--- config.mk ---
export PLATFORM = sky130hd
export DESIGN_NAME = pc_unit_flat
export DESIGN_NICKNAME = d
export VERILOG_FILES = /design/src/rtl/pc_unit_pkg.sv /design/src/rtl/pc_unit_if.sv /design/src/rtl/pc_unit_ras_stack.sv /design/src/rtl/pc_unit.sv /design/src/flat_wrapper.sv
export SDC_FILE = /design/constraint.sdc
export NUM_CORES = 1
export LEC_CHECK = 0
export ABC_AREA = 1
export CORE_AREA = 4 4 66 92
export CTS_CLUSTER_DIAMETER = 100
export DETAILED_ROUTE_END_ITERATION = 6
export DIE_AREA = 0 0 70 96
export PLACE_DENSITY = 0.85
export SLEW_MARGIN = 20
export SYNTH_ARGS = -nofsm -noshare
export SYNTH_HDL_FRONTEND = slang
export SYNTH_SLANG_ARGS = --single-unit
--- constraint.sdc ---
create_clock -name clk -period 5.6 [get_ports clk]
set_input_delay 0.84 -clock clk [delete_from_list [all_inputs] [get_ports clk]]
set_output_delay 0.84 -clock clk [all_outputs]
set_load 0.1 [all_outputs]
--- src/rtl/pc_unit_pkg.sv ---
// pc_pkg: shared next-PC select encoding for pc_unit and its control FSM.
// Optional return-address stack is enabled by defining PC_RAS_EN.
package pc_pkg;

    localparam int unsigned PCS_W = 3;

    typedef enum logic [PCS_W-1:0] {
        PCS_SEQ  = 3'd0,  // pc + INCR
        PCS_BR   = 3'd1,  // pc + offset when cond, else pc + INCR
        PCS_JMP  = 3'd2,  // target
        PCS_CALL = 3'd3,  // target, link pc + INCR
        PCS_RET  = 3'd4,  // popped return address
        PCS_TRAP = 3'd5,  // TRAP_VECTOR
        PCS_HOLD = 3'd6   // pc (7 also decodes as hold)
    } pcsource_e;

endpackage

--- src/rtl/pc_unit_if.sv ---
// pc_unit_if: control/fetch-side bundle of the program-counter unit.
// Handshake: there is no valid/ready pair; pcen is the single qualifier.
// When pcen=1 the PC, RAS and sticky flags advance on the next rising clk
// edge; when pcen=0 nothing changes, while nextpc still shows the selection.
interface pc_unit_if #(
    parameter int unsigned WIDTH     = 16,
    parameter int unsigned RAS_DEPTH = 8
);
    import pc_pkg::*;

    localparam int unsigned DW = $clog2(RAS_DEPTH + 1);

    logic             pcen;
    logic [PCS_W-1:0] pcsource;
    logic             cond;
    logic [WIDTH-1:0] offset;
    logic [WIDTH-1:0] target;
    logic [WIDTH-1:0] pc;
    logic [WIDTH-1:0] nextpc;
    logic [DW-1:0]    ras_depth;
    logic             ras_ovf;
    logic             ras_unf;

    modport master (
        output pcen, pcsource, cond, offset, target,
        input  pc, nextpc, ras_depth, ras_ovf, ras_unf
    );

    modport slave (
        input  pcen, pcsource, cond, offset, target,
        output pc, nextpc, ras_depth, ras_ovf, ras_unf
    );

endinterface

--- src/rtl/pc_unit_ras_stack.sv ---
// ras_stack: circular LIFO of return addresses. A push when full overwrites
// the oldest entry (pointer wraps, count saturates); a pop when empty is
// ignored. Only built when PC_RAS_EN is defined.
module ras_stack #(
    parameter int unsigned WIDTH     = 16,
    parameter int unsigned RAS_DEPTH = 8
) (
    input  logic                             clk,
    input  logic                             reset,
    input  logic                             push_i,
    input  logic                             pop_i,
    input  logic [WIDTH-1:0]                 push_data_i,
    output logic [WIDTH-1:0]                 top_o,
    output logic [$clog2(RAS_DEPTH+1)-1:0]   depth_o,
    output logic                             full_o,
    output logic                             empty_o
);
    localparam int unsigned PW = $clog2(RAS_DEPTH);
    localparam int unsigned DW = $clog2(RAS_DEPTH + 1);

    logic [WIDTH-1:0] mem_q [RAS_DEPTH];
    logic [PW-1:0]    ptr_q, ptr_d;
    logic [DW-1:0]    cnt_q, cnt_d;

    assign full_o  = (cnt_q == DW'(RAS_DEPTH));
    assign empty_o = (cnt_q == '0);
    assign top_o   = mem_q[ptr_q];
    assign depth_o = cnt_q;

    // Next pointer/count: push pre-increments, pop post-decrements.
    always_comb begin
        ptr_d = ptr_q;
        cnt_d = cnt_q;
        if (push_i) begin
            ptr_d = ptr_q + PW'(1);
            if (!full_o) begin
                cnt_d = cnt_q + DW'(1);
            end
        end else if (pop_i && !empty_o) begin
            ptr_d = ptr_q - PW'(1);
            cnt_d = cnt_q - DW'(1);
        end
    end

    // Pointer and count registers; reset empties the stack.
    always_ff @(posedge clk or negedge reset) begin
        if (!reset) begin
            ptr_q <= '0;
            cnt_q <= '0;
        end else begin
            ptr_q <= ptr_d;
            cnt_q <= cnt_d;
        end
    end

    // Entry storage; contents are don't-care after reset.
    always_ff @(posedge clk) begin
        if (push_i) begin
            mem_q[ptr_d] <= push_data_i;
        end
    end

endmodule

--- src/rtl/pc_unit.sv ---
// pc_unit: PC register plus next-PC mux (seq, branch, jump, call, return,
// trap). Define PC_RAS_EN to build the return-address stack and its sticky
// overflow/underflow flags; otherwise RET goes to target and CALL is a jump.
module pc_unit
    import pc_pkg::*;
#(
    parameter int unsigned WIDTH        = 16,
    parameter int unsigned INCR         = 1,
    parameter int unsigned RESET_VECTOR = 0,
    parameter int unsigned TRAP_VECTOR  = 2,
    parameter int unsigned RAS_DEPTH    = 8
) (
    input  logic      clk,
    input  logic      reset,
    pc_unit_if.slave  bus
);
    localparam int unsigned DW = $clog2(RAS_DEPTH + 1);

    pcsource_e        src;
    logic [WIDTH-1:0] pc_q;
    logic [WIDTH-1:0] nextpc_d;
    logic [WIDTH-1:0] pc_inc;
    logic [WIDTH-1:0] pc_br;
    logic [WIDTH-1:0] ret_addr;

    assign src    = pcsource_e'(bus.pcsource);
    // Additions wrap modulo 2^WIDTH; the carry is simply dropped.
    assign pc_inc = pc_q + WIDTH'(INCR);
    assign pc_br  = pc_q + bus.offset;

`ifdef PC_RAS_EN
    logic             is_call, is_ret;
    logic             push, pop;
    logic             ras_full, ras_empty;
    logic [WIDTH-1:0] ras_top;
    logic [DW-1:0]    ras_cnt;
    logic             ovf_q, unf_q;

    assign is_call  = (src == PCS_CALL);
    assign is_ret   = (src == PCS_RET);
    assign push     = bus.pcen && is_call;
    assign pop      = bus.pcen && is_ret && !ras_empty;
    // Returning with nothing stacked is treated as a trap.
    assign ret_addr = ras_empty ? WIDTH'(TRAP_VECTOR) : ras_top;

    ras_stack #(
        .WIDTH     (WIDTH),
        .RAS_DEPTH (RAS_DEPTH)
    ) u_ras (
        .clk         (clk),
        .reset       (reset),
        .push_i      (push),
        .pop_i       (pop),
        .push_data_i (pc_inc),
        .top_o       (ras_top),
        .depth_o     (ras_cnt),
        .full_o      (ras_full),
        .empty_o     (ras_empty)
    );

    // Sticky overflow/underflow flags; only reset clears them.
    always_ff @(posedge clk or negedge reset) begin
        if (!reset) begin
            ovf_q <= 1'b0;
            unf_q <= 1'b0;
        end else if (bus.pcen) begin
            if (is_call && ras_full) begin
                ovf_q <= 1'b1;
            end
            if (is_ret && ras_empty) begin
                unf_q <= 1'b1;
            end
        end
    end

    assign bus.ras_depth = ras_cnt;
    assign bus.ras_ovf   = ovf_q;
    assign bus.ras_unf   = unf_q;
`else
    // Register-indirect return: the caller supplies the address on target.
    assign ret_addr      = bus.target;
    assign bus.ras_depth = {DW{1'b0}};
    assign bus.ras_ovf   = 1'b0;
    assign bus.ras_unf   = 1'b0;
`endif

    // Next-PC select, valid regardless of pcen.
    always_comb begin
        nextpc_d = pc_q;
        case (src)
            PCS_SEQ:  nextpc_d = pc_inc;
            PCS_BR:   nextpc_d = bus.cond ? pc_br : pc_inc;
            PCS_JMP:  nextpc_d = bus.target;
            PCS_CALL: nextpc_d = bus.target;
            PCS_RET:  nextpc_d = ret_addr;
            PCS_TRAP: nextpc_d = WIDTH'(TRAP_VECTOR);
            default:  nextpc_d = pc_q;
        endcase
    end

    // PC register; pcen=0 is a full stall.
    always_ff @(posedge clk or negedge reset) begin
        if (!reset) begin
            pc_q <= WIDTH'(RESET_VECTOR);
        end else if (bus.pcen) begin
            pc_q <= nextpc_d;
        end
    end

    assign bus.pc     = pc_q;
    assign bus.nextpc = nextpc_d;

endmodule

--- src/flat_wrapper.sv ---
// flat-port wrapper written by rule: the top's interface ports become plain ports
module pc_unit_flat import pc_pkg::*;
#(
    parameter int unsigned WIDTH        = 16,
    parameter int unsigned INCR         = 1,
    parameter int unsigned RESET_VECTOR = 0,
    parameter int unsigned TRAP_VECTOR  = 2,
    parameter int unsigned RAS_DEPTH    = 8
)
  (clk, reset, bus_pcen, bus_pcsource, bus_cond, bus_offset, bus_target, bus_pc, bus_nextpc, bus_ras_depth, bus_ras_ovf, bus_ras_unf);
  pc_unit_if #(.WIDTH(WIDTH), .RAS_DEPTH(RAS_DEPTH)) bus_i ();
  input  logic clk;
  input  logic reset;
  input wire logic [$bits(bus_i.pcen)-1:0] bus_pcen;
  input wire logic [$bits(bus_i.pcsource)-1:0] bus_pcsource;
  input wire logic [$bits(bus_i.cond)-1:0] bus_cond;
  input wire logic [$bits(bus_i.offset)-1:0] bus_offset;
  input wire logic [$bits(bus_i.target)-1:0] bus_target;
  output wire logic [$bits(bus_i.pc)-1:0] bus_pc;
  output wire logic [$bits(bus_i.nextpc)-1:0] bus_nextpc;
  output wire logic [$bits(bus_i.ras_depth)-1:0] bus_ras_depth;
  output wire logic [$bits(bus_i.ras_ovf)-1:0] bus_ras_ovf;
  output wire logic [$bits(bus_i.ras_unf)-1:0] bus_ras_unf;
  assign bus_i.pcen = bus_pcen;
  assign bus_i.pcsource = bus_pcsource;
  assign bus_i.cond = bus_cond;
  assign bus_i.offset = bus_offset;
  assign bus_i.target = bus_target;
  assign bus_pc = bus_i.pc;
  assign bus_nextpc = bus_i.nextpc;
  assign bus_ras_depth = bus_i.ras_depth;
  assign bus_ras_ovf = bus_i.ras_ovf;
  assign bus_ras_unf = bus_i.ras_unf;
  pc_unit #(.WIDTH(WIDTH), .INCR(INCR), .RESET_VECTOR(RESET_VECTOR), .TRAP_VECTOR(TRAP_VECTOR), .RAS_DEPTH(RAS_DEPTH)) u_core (.clk(clk), .reset(reset), .bus(bus_i));
endmodule
==> impl_metrics.sql <==
INSERT INTO impl_metrics (metric_group, metric, value, unit) VALUES
('layout', 'filler_cell_count', '516', ''),
('run_status', 'failing_checks', 'DRC', ''),
('layout', 'growth_of_design_area_from_synthesis_to_finish', '27.2', '%'),
('layout', 'antenna-diode-count', '0', ''),
('setup_path', 'rr_worst_depth', '12', ''),
('global_routing', 'first_global_vias', '3106', ''),
('power', 'cellPowerDensity', '271', 'nW/um2'),
('layout', 'multi_input_gate_area_in_the_final_layout', '1910', 'um2'),
('setup_path', 'critical_path_class', 'in2out', ''),
('timing', 'finalMaxSlewViolations', '0', ''),
('min_path', 'hp-class', 'reg2reg', ''),
('floorplanning', 'initial_standard_cell_utilization_of_the_core', '51.7', '%'),
('clocking', 'tritoncts_buffer_count', '3', ''),
('synthesis', 'syn-instance-count', '495', ''),
('floorplanning', 'num_io_pins', '77', ''),
('placed_design', 'gpl.final_weighted_congestion', '0.904', ''),
('clocking', 'tritoncts', 'built', ''),
('setup_path', 'arrival', '3.15', 'ns'),
('synthesis', 'synth_seq_area_share', '14.9', '%'),
('clocking', 'worst_skew_pair.late_latency', '0.26', 'ns'),
('route', 'drt-wirelength-per-cell', '13.8', 'um'),
('floorplanning', 'placement_rows', '31', ''),
('timing', 'worst-slew-pin-transition', '0.974', 'ns'),
('placed_design', 'placement.io_buffers', '70', ''),
('route', 'drc_viols', '6', ''),
('layout', 'largest_reg_flops', '16', ''),
('setup_path', 'rr_startpoint', 'u_core.bus.pc[0]', ''),
('timing', 'worst_clock_skew', '0.00467', 'ns'),
('setup_path', 'worst_setup_path_end_kind', 'output pin', ''),
('synthesis', 'synthesis.yosys.warnings', '0', ''),
('route', 'drt_iter0_drc', '258', ''),
('setup_path', 'worst-r2r-setup-slack', '3.39', 'ns'),
('clocking', 'count_of_hold_fix_buffers_inserted_at_cts', '0', ''),
('floorplanning', 'die_area', '6720', 'um2'),
('synthesis', 'synth.avg_cell_area', '5.43', 'um2'),
('global_routing', 'grt_start_max_net_pins', '24', ''),
('clocking', 'cts_setup_buffers', '0', ''),
('timing', 'setup_violations', '0', ''),
('timing', 'final.setup.tns', '0', 'ns'),
('global_routing', 'grt_first_pass_wirelength', '14.3', 'mm'),
('power', 'max-vdd-ir-drop', '0.269', 'mV'),
('timing', 'timing.hold.ws', '0.628', 'ns'),
('floorplanning', 'core-area', '5200', 'um2'),
('synthesis', 'postSynth.topFlopCell', 'sky130_fd_sc_hd__dfrtp_1', ''),
('timing', 'slew-limit-headroom', '34.8', '%'),
('setup_path', 'required', '4.76', 'ns'),
('route', 'detailed_route_vias_per_instance', '5.28', ''),
('synthesis', 'ys_seq_elements', '16', ''),
('setup_path', 'element_type_at_the_critical_path_start', 'primary input', ''),
('floorplanning', 'floorplan.die.width', '70', 'um'),
('clocking', 'cts_buffer_depth', '2', ''),
('setup_path', 'cp-endpoint', 'bus_nextpc[12]', ''),
('clocking', 'cts_repair_resize_count', '0', ''),
('timing', 'finalHoldViolCount', '0', ''),
('timing', 'layout_worst_path_cycle_share', '71.2', '%'),
('layout', 'final_common_cell', 'sky130_fd_sc_hd__nand2_1', ''),
('synthesis', 'yosysUniqueCellTypes', '35', ''),
('route', 'antenna_left', '0', ''),
('clocking', 'cts_htree_levels', '1', ''),
('layout', 'finish.net_count', '617', ''),
('synthesis', 'synth-async-reset-ratio', '100', '%'),
('global_routing', 'grt_remaining_overflow', '0', ''),
('route', 'total_via_count_after_detailed_routing', '3304', ''),
('run_status', 'run_status', 'finished with violations', ''),
('clocking', 'clock_sink_count', '16', ''),
('global_routing', 'grt_use_total', '26.1', '%'),
('flow_run', 'cap_violations', '0', ''),
('setup_path', 'timing.rr.end', 'u_core.bus.pc[4]', ''),
('timing', 'finalWorstPathRequiredPeriod', '3.99', 'ns'),
('layout', 'layout-drive-gt1-share', '6.79', '%'),
('min_path', 'hold_path_depth', '2', '');
Yosys cell counts, types with 4 or more instances:
cell type / instances / area share (%)
sky130_fd_sc_hd__nand2_1: 200 / 28
sky130_fd_sc_hd__inv_1: 76 / 11
sky130_fd_sc_hd__nand3_1: 47 / 8.8
sky130_fd_sc_hd__a21oi_1: 26 / 4.8
sky130_fd_sc_hd__nor2_1: 22 / 3.1
sky130_fd_sc_hd__dfrtp_1: 16 / 15
sky130_fd_sc_hd__ha_1: 16 / 7.4
sky130_fd_sc_hd__o21ai_0: 13 / 2.4
sky130_fd_sc_hd__buf_4: 7 / 2.0
sky130_fd_sc_hd__nand4_1: 7 / 1.6
sky130_fd_sc_hd__nor3_1: 7 / 1.3
sky130_fd_sc_hd__xor2_1: 6 / 2.0
sky130_fd_sc_hd__a21boi_0: 5 / 1.4
sky130_fd_sc_hd__inv_2: 5 / 0.70
sky130_fd_sc_hd__a21boi_1: 4 / 1.1
sky130_fd_sc_hd__clkbuf_1: 4 / 0.56
layout make-up:
type	instances	area share, %
repair buffers	71	19.5
flip-flops and latches	16	11.7
multi-input cells	388	55.8
well taps	66	2.42
clock buffers	4	1.61
inverters	81	8.89
stage by stage:
| stage | cell area [um2] | utilization (%) | setup WS (ns) | power (W) | std cells |
|---|---|---|---|---|---|
| floorplan | 2710 | - | 0.309 | 0.000656 | 500 |
| CTS | 3420 | 65.8 | 1.64 | 0.000921 | 626 |
| global placement | 3360 | 64.7 | 1.71 | 0.000803 | 622 |
| finish | 3420 | 65.8 | 1.61 | 0.000925 | 626 |
| detailed placement | 3360 | 64.7 | 1.66 | 0.000810 | 622 |
| global route | 3420 | 65.8 | 1.45 | 0.000986 | 626 |
worst max-delay path: stages:
cell                              delay, ns
sky130_fd_sc_hd__clkdlybuf4s50_1       0.46
sky130_fd_sc_hd__ha_1                  0.16
sky130_fd_sc_hd__inv_1                 0.05
sky130_fd_sc_hd__fa_1                  0.38
sky130_fd_sc_hd__inv_1                 0.12
sky130_fd_sc_hd__nand3_1               0.08
sky130_fd_sc_hd__nand3_1               0.14
sky130_fd_sc_hd__nand3_1               0.11
sky130_fd_sc_hd__nand3_1               0.08
sky130_fd_sc_hd__nand2_1               0.05
sky130_fd_sc_hd__nand3_1               0.10
sky130_fd_sc_hd__nand2_1               0.08
sky130_fd_sc_hd__a21boi_0              0.18
sky130_fd_sc_hd__buf_4                 0.32
how the worst min path moves through the flow:
stage                        end               from  slack [ns]
6_report       u_core.bus.pc[15]  u_core.bus.pc[15]        0.63
5_1_grt        u_core.bus.pc[14]  u_core.bus.pc[14]        0.67
4_1_cts        u_core.bus.pc[15]  u_core.bus.pc[15]        0.63
2_1_floorplan   u_core.bus.pc[0]              reset        0.54
3_3_place_gp   u_core.bus.pc[14]  u_core.bus.pc[14]        0.59
3_5_place_dp   u_core.bus.pc[15]  u_core.bus.pc[15]        0.61
cells by family (layout without fill, tap and decap cells):
family	count (synthesis)	in the layout	synth area share, %
DFF	16	16	14.9
muxes	1	1	0.372
buffers and inverters	96	156	14.8
and+or+nand+nor	301	301	47.6
AOI/OAI and AO/OA	57	57	12.0
xor gates and xnor gates	6	6	1.96
other	1	6	0.140
adders and majority gates	17	17	8.19
per-layer routing:
layer	GRT usage (%)	part of all wire [%]	wire [um]	vias to the layer above
met2	46.2	49	4250	141
met3	2.09	6.8	587	28
met5	0	0	0	-
li1	-	-	-	1675
met1	32.9	41	3520	1460
met4	10.7	3.4	291	0
report_power, final:
group / switching, W / leakage [nW] / internal, W
registers: 0.0000394 / 0.201 / 0.000132
clock network: 0.0000485 / 0.0288 / 0.0000626
logic: 0.000473 / 1.67 / 0.000170
total: 0.000561 / 1.90 / 0.000364
No activity file was read; power rests on OpenSTA's default activity.
